### config.mk
export PLATFORM = sky130hd
export DESIGN_NAME = mem_arbiter
export DESIGN_NICKNAME = d
export VERILOG_FILES = /design/src/rtl/mem_arbiter.sv
export SDC_FILE = /design/constraint.sdc
export NUM_CORES = 1
export LEC_CHECK = 0
export ABC_AREA = 0
export CAP_MARGIN = 10
export CORE_MARGIN = 5
export CORE_UTILIZATION = 35
export CTS_BUF_LIST = sky130_fd_sc_hd__clkbuf_4 sky130_fd_sc_hd__clkbuf_8
export DETAILED_ROUTE_END_ITERATION = 6
export PLACE_DENSITY_LB_ADDON = 0.15
export SYNTH_ARGS = -nofsm -noshare
export SYNTH_HDL_FRONTEND = slang
export SYNTH_SLANG_ARGS = --single-unit
### constraint.sdc
create_clock -name sys_clock -period 3.4 [get_ports sys_clock]
set_input_delay 1.02 -clock sys_clock [delete_from_list [all_inputs] [get_ports sys_clock]]
set_output_delay 1.02 -clock sys_clock [all_outputs]
set_load 0.1 [all_outputs]
### src/rtl/mem_arbiter.sv
// Single-port memory arbiter: CPU slots first, then buffered downloader writes, then the background eraser.
// Optional eraser is built only when MEM_ERASER_EN is defined.
module mem_arbiter #(
   parameter int                ADDR_W      = 25,
   parameter int                DATA_W      = 8,
   parameter int                FIFO_DEPTH  = 4,
   parameter logic [ADDR_W-1:0] ERASE_START = 'h0000,
   parameter logic [ADDR_W-1:0] ERASE_END   = 'hBFFF,
   parameter logic [DATA_W-1:0] ERASE_DATA  = 8'h00
) (
   input  logic              sys_clock,
   input  logic              reset,
   input  logic              cpu_clken,
   input  logic [15:0]       cpu_addr,
   input  logic [DATA_W-1:0] cpu_dout,
   input  logic              cpu_wr,
   input  logic              dl_wr,
   input  logic [ADDR_W-1:0] dl_addr,
   input  logic [DATA_W-1:0] dl_data,
   output logic              dl_full,
   output logic [7:0]        dl_drop_cnt,
   input  logic              erase_start,
   output logic              erase_busy,
   output logic [ADDR_W-1:0] mem_addr,
   output logic [DATA_W-1:0] mem_din,
   output logic              mem_wr,
   output logic              mem_rd,
   output logic [1:0]        mem_owner
);

   localparam int PTR_W = (FIFO_DEPTH > 2) ? $clog2(FIFO_DEPTH) : 1;
   localparam int CNT_W = PTR_W + 1;

   logic [ADDR_W-1:0] fifo_addr [FIFO_DEPTH];
   logic [DATA_W-1:0] fifo_data [FIFO_DEPTH];
   logic [PTR_W-1:0]  rd_ptr_reg, wr_ptr_reg;
   logic [CNT_W-1:0]  count_reg, count_next;
   logic              full_reg;
   logic [7:0]        drop_cnt_reg;
   logic              fifo_empty, fifo_pop, fifo_push;
   logic              erase_slot;
   logic [ADDR_W-1:0] erase_ptr;

   assign fifo_empty = (count_reg == '0);
   assign fifo_pop   = !cpu_clken && !fifo_empty;
   // A full FIFO still accepts a write when its head leaves in the same slot.
   assign fifo_push  = dl_wr && ((count_reg != CNT_W'(FIFO_DEPTH)) || fifo_pop);

   always_comb begin
      count_next = count_reg;
      if (fifo_push && !fifo_pop)
         count_next = count_reg + CNT_W'(1);
      else if (fifo_pop && !fifo_push)
         count_next = count_reg - CNT_W'(1);
   end

   always_ff @(posedge sys_clock or posedge reset) begin
      if (reset) begin
         rd_ptr_reg   <= '0;
         wr_ptr_reg   <= '0;
         count_reg    <= '0;
         full_reg     <= 1'b0;
         drop_cnt_reg <= '0;
      end else begin
         count_reg <= count_next;
         full_reg  <= (count_next == CNT_W'(FIFO_DEPTH));
         if (fifo_pop)
            rd_ptr_reg <= rd_ptr_reg + PTR_W'(1);
         if (fifo_push)
            wr_ptr_reg <= wr_ptr_reg + PTR_W'(1);
         if (dl_wr && !fifo_push && drop_cnt_reg != 8'hFF)
            drop_cnt_reg <= drop_cnt_reg + 8'd1;
      end
   end

   // Storage carries no reset: entries are only visible through count_reg.
   always_ff @(posedge sys_clock) begin
      if (fifo_push) begin
         fifo_addr[wr_ptr_reg] <= dl_addr;
         fifo_data[wr_ptr_reg] <= dl_data;
      end
   end

   assign dl_full     = full_reg;
   assign dl_drop_cnt = drop_cnt_reg;

`ifdef MEM_ERASER_EN
   typedef enum logic {ER_IDLE, ER_RUN} er_state_t;
   er_state_t         state_reg, state_next;
   logic [ADDR_W-1:0] ptr_reg, ptr_next;

   assign erase_slot = (state_reg == ER_RUN) && !cpu_clken && fifo_empty;
   assign erase_ptr  = ptr_reg;
   assign erase_busy = (state_reg == ER_RUN);

   always_ff @(posedge sys_clock or posedge reset) begin
      if (reset) begin
         state_reg <= ER_IDLE;
         ptr_reg   <= '0;
      end else begin
         state_reg <= state_next;
         ptr_reg   <= ptr_next;
      end
   end

   always_comb begin
      state_next = state_reg;
      ptr_next   = ptr_reg;
      case (state_reg)
         ER_IDLE: begin
            if (erase_start) begin
               state_next = ER_RUN;
               ptr_next   = ERASE_START;
            end
         end
         ER_RUN: begin
            // Pointer only moves in slots the eraser actually owns.
            if (erase_slot) begin
               ptr_next = ptr_reg + ADDR_W'(1);
               if (ptr_reg == ERASE_END)
                  state_next = ER_IDLE;
            end
         end
         default: state_next = ER_IDLE;
      endcase
   end
`else
   logic unused_erase;
   assign unused_erase = erase_start ^ (^ERASE_END);
   assign erase_slot   = 1'b0;
   assign erase_ptr    = ERASE_START;
   assign erase_busy   = 1'b0;
`endif

   always_comb begin
      mem_addr  = ADDR_W'(cpu_addr);
      mem_din   = cpu_dout;
      mem_wr    = 1'b0;
      mem_rd    = 1'b1;
      mem_owner = 2'd0;
      if (cpu_clken) begin
         mem_wr = cpu_wr;
         mem_rd = !cpu_wr;
      end else if (!fifo_empty) begin
         mem_addr  = fifo_addr[rd_ptr_reg];
         mem_din   = fifo_data[rd_ptr_reg];
         mem_wr    = 1'b1;
         mem_rd    = 1'b0;
         mem_owner = 2'd1;
      end else if (erase_slot) begin
         mem_addr  = erase_ptr;
         mem_din   = ERASE_DATA;
         mem_wr    = 1'b1;
         mem_rd    = 1'b0;
         mem_owner = 2'd2;
      end
   end

endmodule
==> results of run 1 <==
==> area by class of cell <==
class / instances / area share
inverter: 10 / 0.00501
clock buffer: 18 / 0.0284
clock inverter: 14 / 0.0220
tap: 229 / 0.0338
timing repair buffer: 125 / 0.194
sequential: 148 / 0.514
multi-input combinational: 192 / 0.203
==> routing by layer <==
layer  wire (µm)  part of all wire  global-route usage  vias up
met5           0                 0                   0        -
li1            -                 -                   -     1662
met3         772             0.060              0.0426       14
met2        6410              0.50               0.212       81
met4         213             0.017              0.0535        0
met1        5490              0.43               0.163     1748
==> per-stage QoR <==
stage / area [µm²] / util / power (µW)
after global routing: 8490 / 0.477 / 8460
after floorplan: 6270 / - / 5310
after CTS: 8480 / 0.477 / 8190
after detailed placement: 8050 / 0.453 / 6740
after global placement: 8050 / 0.453 / 6690
final: 8490 / 0.477 / 8080
==> final timing paths <==
path,to,cells past startpoint,slack [ps]
min in group asynchronous,dl_drop_cnt[4],2,960
worst max-delay path,mem_addr[6],8,80
worst min register to register,dl_drop_cnt[0],1,560
worst max register to register,fifo_addr[3][20],5,1470
max in group asynchronous,rd_ptr_reg[0],2,1980
worst min-delay path,dl_drop_cnt[0],1,560
==> logic make-up after synthesis <==
group / share of synthesized area
xor+xnor: 0.00700
other cells: 0.000599
simple gates: 0.0942
flops: 0.697
compound gates: 0.0184
buf+inv: 0.0302
fa+ha+maj: 0.0160
mux: 0.136
==> power by group <==
group          internal, µW  switching [µW]  total [µW]
Sequential             2380             164        2540
Combinational          1550            2550        4100
Clock                   800             642        1440
==> cell usage after synthesis (all sizes together) <==
cell	count	area [µm²]
ha	8	100
o2111ai	2	23.8
o21ai	2	10.0
nand4	3	18.8
o21a	2	15.0
and2	5	31.3
nor4b	2	23.8
a21oi	5	25.0
nand3	7	35.0
and4	2	17.5
buf	18	143
or2	1	6.26
inv	9	33.8
o311ai	1	8.76
and3	11	68.8
nand2	81	312
xor2	1	8.76
clkbuf	2	7.51
mux4	33	800
mux2	3	33.8
a41o	1	10.0
edfxtp	132	3960
conb	1	3.75
nor2b	3	26.3
dfrtp	16	400
clkinv	1	5.00
o211ai	3	22.5
nor2	4	15.0
or4	2	15.0
nand2b	2	20.0
xnor2	4	35.0
mux2i	2	20.0
==> impl_metrics.env, run 1 <==
export IMPL_status="finished, final reports clean"
export IMPL_fillers=1564
export IMPL_grt_pass1_wl_um=20000
export IMPL_drt_vias_per_instance=4.76
export IMPL_avgSynthCellArea_um2=17.0
export IMPL_start_util=0.352
export IMPL_rows=49
export IMPL_largest_register="fifo_addr"
export IMPL_skew_ps=10.6
export IMPL_start_kind="input port"
export IMPL_ant_nets=0
export IMPL_tightest_slew_ps=646
export IMPL_grt_pass1_vias=3754
export IMPL_crit_type="input port to primary output"
export IMPL_cts_tree="built"
export IMPL_synth_distinct_cells=42
export IMPL_dp_slack_ps=67.7
export IMPL_drv_cap=0
export IMPL_power_density_nw_per_um2=952
export IMPL_yosysWarnings=0
export IMPL_multi_input_area_um2=1720
export IMPL_gp_congestion=0.695
export IMPL_cts_hold_repair_buffers=0
export IMPL_grt_max_degree=28
export IMPL_drive_gt1_frac=0.258
export IMPL_clock_path_buffers=2
export IMPL_seq_area_frac_synth=0.697
export IMPL_die_area_um2=20700
export IMPL_antenna_cells=0
export IMPL_crit_reg2reg_launch="count_reg[0]"
export IMPL_die_height_um=144
export IMPL_cts_inserted_buffers=17
export IMPL_seq_area_um2=4370
export IMPL_cts_sinks=148
export IMPL_fmax_ghz=0.301
export IMPL_critPathMaxStageDelay_ps=510
export IMPL_final_common_cell="edfxtp_1"
export IMPL_nNetsFinal=565
export IMPL_clock_latency_ps=440
export IMPL_via_count=3505
export IMPL_finalCritPeriodShare=0.977
export IMPL_coreArea_um2=17800
export IMPL_peakVddDrop_uv=553
export IMPL_io_pins=110
export IMPL_max_slew_margin=0.569
export IMPL_hold_class="flop to flop"
export IMPL_dr_first_iter_drc_count=135
export IMPL_crit_buf_inv=5
export IMPL_wire_per_inst_um=17.5
export IMPL_period_minus_slack_ps=3320
export IMPL_hpwl_um=8590
export IMPL_io_buffers=106
export IMPL_cp_required_ps=2380
export IMPL_netlist_instances=369
export IMPL_area_growth_pct=35.6
export IMPL_setup_ws_ps=78.2
export IMPL_path_max_fanout=17
export IMPL_synth_seq_cells=148
export IMPL_h_tree_depth=4
export IMPL_cts_resized_gates=0
export IMPL_finalSetupViolCount=0
export IMPL_antenna_found_initial=0
export IMPL_clkSlewWorstSetupHoldPaths_ps=80
export IMPL_startpoint="cpu_clken"
export IMPL_slowest_stage="clkdlybuf4s50_1"
export IMPL_die_width_um=144
export IMPL_hp_start="dl_drop_cnt[0]"
export IMPL_post_cts_repair_setup_buffers=0
export IMPL_wl_um=12900
export IMPL_cts_root_buf="clkbuf_8"
export IMPL_hold_ws_ps=563
export IMPL_rsz0062_at_grt="no"
export IMPL_crit_family="buffers and inverters"
export IMPL_grt_use_total=0.131
export IMPL_overflow=0
export IMPL_final_hold_viol_count=0
export IMPL_worstSetupEndpointType="primary output"
export IMPL_worstPathCellList="clkdlybuf4s50_1, inv_2, nand2_4, clkinv_2, buf_12, nand2_1, nand2_1, buf_12"
export IMPL_fin_cells=736
export IMPL_largest_reg_flops=100
export IMPL_finalSetupTns_ps=0
export IMPL_dr_pass1_iters=4
export IMPL_layout_common_cells="132 x edfxtp_1, 79 x nand2_1, 61 x clkdlybuf4s50_1"
export IMPL_netlist_area_um2=6260
export IMPL_report_final_slew_viol_count=0
export IMPL_cp_arrival_ps=2300
export IMPL_drc=0
export IMPL_cellLeakagePower_uw=0.00315
export IMPL_placedCellCount=704
Note: power is estimated with default switching activity, not from simulation.
==> inputs of run 2 (changes only) <==
--- a/config.mk
+++ b/config.mk
@@ -6,6 +6,7 @@
 export NUM_CORES = 1
 export LEC_CHECK = 0
 export ABC_AREA = 0
+export ABC_CLOCK_PERIOD_IN_PS = 3400
 export CAP_MARGIN = 10
 export CORE_MARGIN = 5
 export CORE_UTILIZATION = 35
==> constraint.sdc (replaced) <==
create_clock -name sys_clock -period 3.4 [get_ports sys_clock]
set_input_delay 0.34 -clock sys_clock [delete_from_list [all_inputs] [get_ports sys_clock]]
set_output_delay 0.34 -clock sys_clock [all_outputs]
set_load 0.1 [all_outputs]
==> run 2 against run 1 <==
  * First-iteration DRC count rose by 23%
  * Largest power group unchanged
  * Register-to-register slack got worse by 470 ps
  * Combinational power fell by 7.1%
  * Worst setup slack improved by 340 ps
  * Sequential power up 2%
  * Cell area shrank 3.4%
  * Clock power decreased by 5%
  * Critical endpoint is now mem_addr[10]
  * Core utilization decreased by 1.6 points
  * Maximum frequency is 12% higher
==> impl_metrics.env, run 2 (synthesized netlist as in run 1, its figures left out) <==
export IMPL_cts_root_buf="clkbuf_8"
export IMPL_gp_congestion=0.716
export IMPL_report_final_slew_viol_count=0
export IMPL_worstSetupEndpointType="primary output"
export IMPL_cts_inserted_buffers=17
export IMPL_clock_path_buffers=2
export IMPL_die_height_um=144
export IMPL_die_width_um=144
export IMPL_cp_required_ps=3060
export IMPL_rows=49
export IMPL_slowest_stage="dfrtp_1"
export IMPL_max_slew_margin=0.347
export IMPL_tightest_slew_ps=977
export IMPL_start_kind="flop"
export IMPL_startpoint="count_reg[0]"
export IMPL_grt_pass1_wl_um=19600
export IMPL_cellLeakagePower_uw=0.00302
export IMPL_hpwl_um=8190
export IMPL_io_buffers=106
export IMPL_final_hold_viol_count=0
export IMPL_overflow=0
export IMPL_finalCritPeriodShare=0.876
export IMPL_coreArea_um2=17800
export IMPL_path_max_fanout=27
export IMPL_fmax_ghz=0.336
export IMPL_cts_sinks=148
export IMPL_clock_latency_ps=440
export IMPL_grt_max_degree=35
export IMPL_worstPathCellList="inv_1, ha_1, nand2b_4, nand2_4, clkinv_2, nand2_1, nand2_1, buf_12"
export IMPL_ff2ff_path_depth=5
export IMPL_cts_tree="built"
export IMPL_nNetsFinal=553
export IMPL_crit_type="flop to primary output"
export IMPL_wire_per_inst_um=17.6
export IMPL_drc=0
export IMPL_crit_reg2reg_launch="count_reg[0]"
export IMPL_clkSlewWorstSetupHoldPaths_ps=80
export IMPL_largest_register="fifo_addr"
export IMPL_power_density_nw_per_um2=946
export IMPL_antenna_found_initial=0
export IMPL_finalSetupViolCount=0
export IMPL_final_common_cell="edfxtp_1"
export IMPL_die_area_um2=20700
export IMPL_fillers=1540
export IMPL_finalPower_uw=7750
export IMPL_reg2reg_to="fifo_addr[1][14]"
export IMPL_drv_cap=0
export IMPL_hold_class="input port to asynchronous set/reset pin"
export IMPL_dr_pass1_iters=4
export IMPL_period_minus_slack_ps=2980
export IMPL_grt_pass1_vias=3458
export IMPL_largest_reg_flops=100
export IMPL_drive_gt1_frac=0.217
export IMPL_peakVddDrop_uv=594
export IMPL_start_util=0.352
export IMPL_layout_common_cells="132 x edfxtp_1, 80 x nand2_1, 70 x clkdlybuf4s50_1"
export IMPL_via_count=3447
export IMPL_cpMostUsedCell="nand2_1"
export IMPL_drt_vias_per_instance=4.77
export IMPL_critPathMaxStageDelay_ps=400
export IMPL_io_pins=110
export IMPL_cts_hold_repair_buffers=0
export IMPL_h_tree_depth=4
export IMPL_finalSetupTns_ps=0
export IMPL_reg2reg_slack_ps=1000
export IMPL_skew_ps=9.38
export IMPL_area_growth_pct=30.9
export IMPL_cp_arrival_ps=2640
export IMPL_dr_first_iter_drc_count=166
export IMPL_status="finished, final reports clean"
export IMPL_post_cts_repair_setup_buffers=0
export IMPL_grt_use_total=0.129
export IMPL_rsz0062_at_grt="no"
export IMPL_cts_resized_gates=0
export IMPL_wl_um=12700
export IMPL_antenna_cells=0
export IMPL_ant_nets=0
-- run 2: changes by cell type in the layout (fill, tap and decap cells not counted), moves of 3 or more --
cell / change
buf_12: -15
buf_4: -5
clkdlybuf4s50_1: +9
clkinv_4: +3
clkinvlp_4: -4
-- run 2: worst max path at each step --
| stage | depth (start not counted) | to | slack [ps] |
|---|---|---|---|
| global placement | 5 | fifo_addr[0][13] | 670 |
| finish | 8 | mem_addr[10] | 420 |
| global route | 8 | mem_addr[10] | 180 |
| CTS | 8 | mem_addr[10] | 330 |
| floorplan | 7 | mem_rd | 670 |
| detailed placement | 5 | fifo_addr[0][14] | 630 |
-- run 2: area by class of cell --
class / count / area, µm² / area share
clock buffers: 18 / 241 / 0.0295
inverters: 10 / 38.8 / 0.00473
well taps: 229 / 287 / 0.0350
repair buffers: 113 / 1390 / 0.169
flip-flops and latches: 148 / 4370 / 0.533
multi-input cells: 192 / 1710 / 0.209
clock inverters: 13 / 161 / 0.0197
-- run 2: layer usage --
| metal | routed length (µm) | up-vias | GRT usage |
|---|---|---|---|
| li1 | - | 1641 | - |
| met1 | 5540 | 1687 | 0.171 |
| met2 | 6170 | 108 | 0.201 |
| met3 | 893 | 11 | 0.0456 |
| met4 | 119 | 0 | 0.0416 |
| met5 | 0 | - | 0 |
-- run 2: critical path, delay by kind of cell, from the launching register on --
family / cells / cell delay, ps
adders and majority gates: 1 / 390
buffers and inverters: 3 / 730
and+or+nand+nor: 4 / 670
DFF: 1 / 400
-- run 2: power breakdown --
group	leakage, µW	internal [µW]	switching (µW)
sequential	0.00141	2380	202
clock	0.000196	727	639
combinational	0.00142	1340	2470
total	0.00302	4450	3310
-- run 2: stage by stage --
step           hold slack (ps)  utilization  worst slack (ps)  instances  cell area, µm²
2_1_floorplan              254            -               666        370            6260
3_3_place_gp               542        0.438               669        692            7790
3_5_place_dp               553        0.438               635        692            7790
4_1_cts                    273        0.461               325        723            8200
5_1_grt                    338        0.461               184        723            8200
6_report                   277        0.461               423        723            8200
==> inputs of run 3 (changes only) <==
--- a/config.mk
+++ b/config.mk
@@ -12,6 +12,7 @@
 export CORE_UTILIZATION = 35
 export CTS_BUF_LIST = sky130_fd_sc_hd__clkbuf_4 sky130_fd_sc_hd__clkbuf_8
 export DETAILED_ROUTE_END_ITERATION = 6
+export DONT_BUFFER_PORTS = 1
 export PLACE_DENSITY_LB_ADDON = 0.15
 export SYNTH_ARGS = -nofsm -noshare
 export SYNTH_HDL_FRONTEND = slang
==> run 3 against run 2 <==
  * Via count down 2.5%
  * Combinational power down 13%
  * Cell count down 4.7%
  * Clock power up 5%
  * Register-to-register slack worse by 70 ps
  * Core utilization down 3.3 points
  * Global-route usage up 0.093 points
  * First-iteration DRC count down 1.8%
  * Non-clock buffer count down 35
  * Critical endpoint is now mem_addr[21]
  * Largest cell class unchanged
==> impl_metrics.env, run 3 (synthesized netlist as in run 1, its figures left out) <==
export IMPL_multi_input_area_um2=1710
export IMPL_finalCritPeriodShare=0.848
export IMPL_layout_common_cells="132 x edfxtp_1, 80 x nand2_1, 35 x buf_4"
export IMPL_coreArea_um2=17800
export IMPL_reg2reg_to="fifo_addr[1][5]"
export IMPL_gp_congestion=0.738
export IMPL_h_tree_depth=4
export IMPL_cts_tree="built"
export IMPL_path_max_fanout=19
export IMPL_dr_first_iter_drc_count=163
export IMPL_die_width_um=144
export IMPL_final_common_cell="edfxtp_1"
export IMPL_drt_vias_per_instance=4.88
export IMPL_fmax_ghz=0.347
export IMPL_hold_path_end="count_reg[2]"
export IMPL_hold_ws_ps=91.5
export IMPL_place_area_um2=6850
export IMPL_cp_required_ps=3060
export IMPL_finalPower_uw=7440
export IMPL_via_count=3362
export IMPL_antenna_found_initial=1
export IMPL_cts_root_buf="clkbuf_8"
export IMPL_status="finished, final reports clean"
export IMPL_report_final_slew_viol_count=0
export IMPL_clock_path_buffers=2
export IMPL_ant_nets=0
export IMPL_fillers=1634
export IMPL_die_area_um2=20700
export IMPL_nNetsFinal=518
export IMPL_antenna_cells=0
export IMPL_grtUsageMet2=0.211
export IMPL_grt_use_total=0.130
export IMPL_clock_latency_ps=430
export IMPL_clkSlewWorstSetupHoldPaths_ps=80
export IMPL_start_kind="flop"
export IMPL_gr_max_usage_layer="met2"
export IMPL_drc=0
export IMPL_finalSetupViolCount=0
export IMPL_seq_area_um2=4370
export IMPL_period_minus_slack_ps=2880
export IMPL_rsz0062_at_grt="no"
export IMPL_start_util=0.352
export IMPL_worstSetupEndpointType="primary output"
export IMPL_finalSetupTns_ps=0
export IMPL_reg2reg_slack_ps=930
export IMPL_grt_pass1_vias=3584
export IMPL_peakVddDrop_uv=734
export IMPL_cellLeakagePower_uw=0.00283
export IMPL_die_height_um=144
export IMPL_largest_reg_flops=100
export IMPL_final_hold_viol_count=0
export IMPL_overflow=0
export IMPL_grt_use_met1=0.166
export IMPL_skew_ps=12.2
export IMPL_grt_use_met3=0.0443
export IMPL_power_density_nw_per_um2=977
export IMPL_hold_depth=2
export IMPL_crit_type="flop to primary output"
export IMPL_cts_sinks=148
export IMPL_io_pins=110
export IMPL_max_slew_margin=0.331
export IMPL_fin_cells=689
export IMPL_cts_inserted_buffers=17
export IMPL_wl_um=12900
export IMPL_placedCellCount=623
export IMPL_drive_gt1_frac=0.235
export IMPL_hpwl_um=8260
export IMPL_hold_class="input port to flop"
export IMPL_largest_register="fifo_addr"
export IMPL_tightest_slew_ps=1000
export IMPL_cp_arrival_ps=2540
export IMPL_crit_reg2reg_launch="count_reg[0]"
export IMPL_ff2ff_path_depth=5
export IMPL_drv_cap=0
export IMPL_grt_max_degree=29
export IMPL_wire_per_inst_um=18.8
export IMPL_fin_area_um2=7610
export IMPL_area_growth_pct=21.6
export IMPL_io_buffers=0
export IMPL_rows=49
export IMPL_hp_start="dl_wr"
export IMPL_grt_pass1_wl_um=19800
export IMPL_dr_pass1_iters=4
==> run 3: metal layers <==
metal,vias to the layer above,wire [µm]
met5,-,7
met4,2,123
met3,12,713
met2,83,6340
met1,1694,5740
li1,1571,-
==> run 3: how the worst max path moves through the flow <==
| stage | endpoint | cells past startpoint | slack (ps) | startpoint |
|---|---|---|---|---|
| floorplan | mem_rd | 7 | 670 | count_reg[0] |
| global placement | mem_addr[7] | 8 | 720 | count_reg[0] |
| detailed placement | mem_addr[7] | 8 | 730 | count_reg[0] |
| CTS | mem_addr[7] | 8 | 200 | count_reg[0] |
| global route | mem_addr[14] | 8 | 260 | count_reg[0] |
| finish | mem_addr[21] | 2 | 520 | rd_ptr_reg[0] |
==> run 3: what timing repair did <==
item,CTS,global route
buffers inserted,0,0
hold endpoints to repair,148,0
endpoints found under the setup margin,0,1
gates resized for setup,0,1
hold buffers,34,0
==> run 3: cell type report <==
| type | instances | area share |
|---|---|---|
| Tap cell | 229 | 0.0376 |
| Multi-Input combinational cell | 192 | 0.225 |
| Clock buffer | 17 | 0.0307 |
| Sequential cell | 148 | 0.574 |
| Timing Repair Buffer | 78 | 0.103 |
| Inverter | 10 | 0.00526 |
| Clock inverter | 15 | 0.0247 |
==> run 3: worst max-delay path: stages, from the launching register on <==
cell and delay [ps]:
dfrtp_2 830, mux4_1 440, and3_1 830
==> run 3: power breakdown <==
group / total [µW] / internal (µW) / leakage (µW) / switching (µW)
logic: 3330 / 1000 / 0.00121 / 2330
clock network: 1440 / 791 / 0.000207 / 644
registers: 2670 / 2380 / 0.00141 / 294
total: 7440 / 4170 / 0.00283 / 3270
==> run 3: stage by stage <==
step / util / worst slack [ps]
6_report: 0.428 / 516
5_1_grt: 0.428 / 260
3_3_place_gp: 0.385 / 722
2_1_floorplan: - / 666
4_1_cts: 0.428 / 200
3_5_place_dp: 0.385 / 726
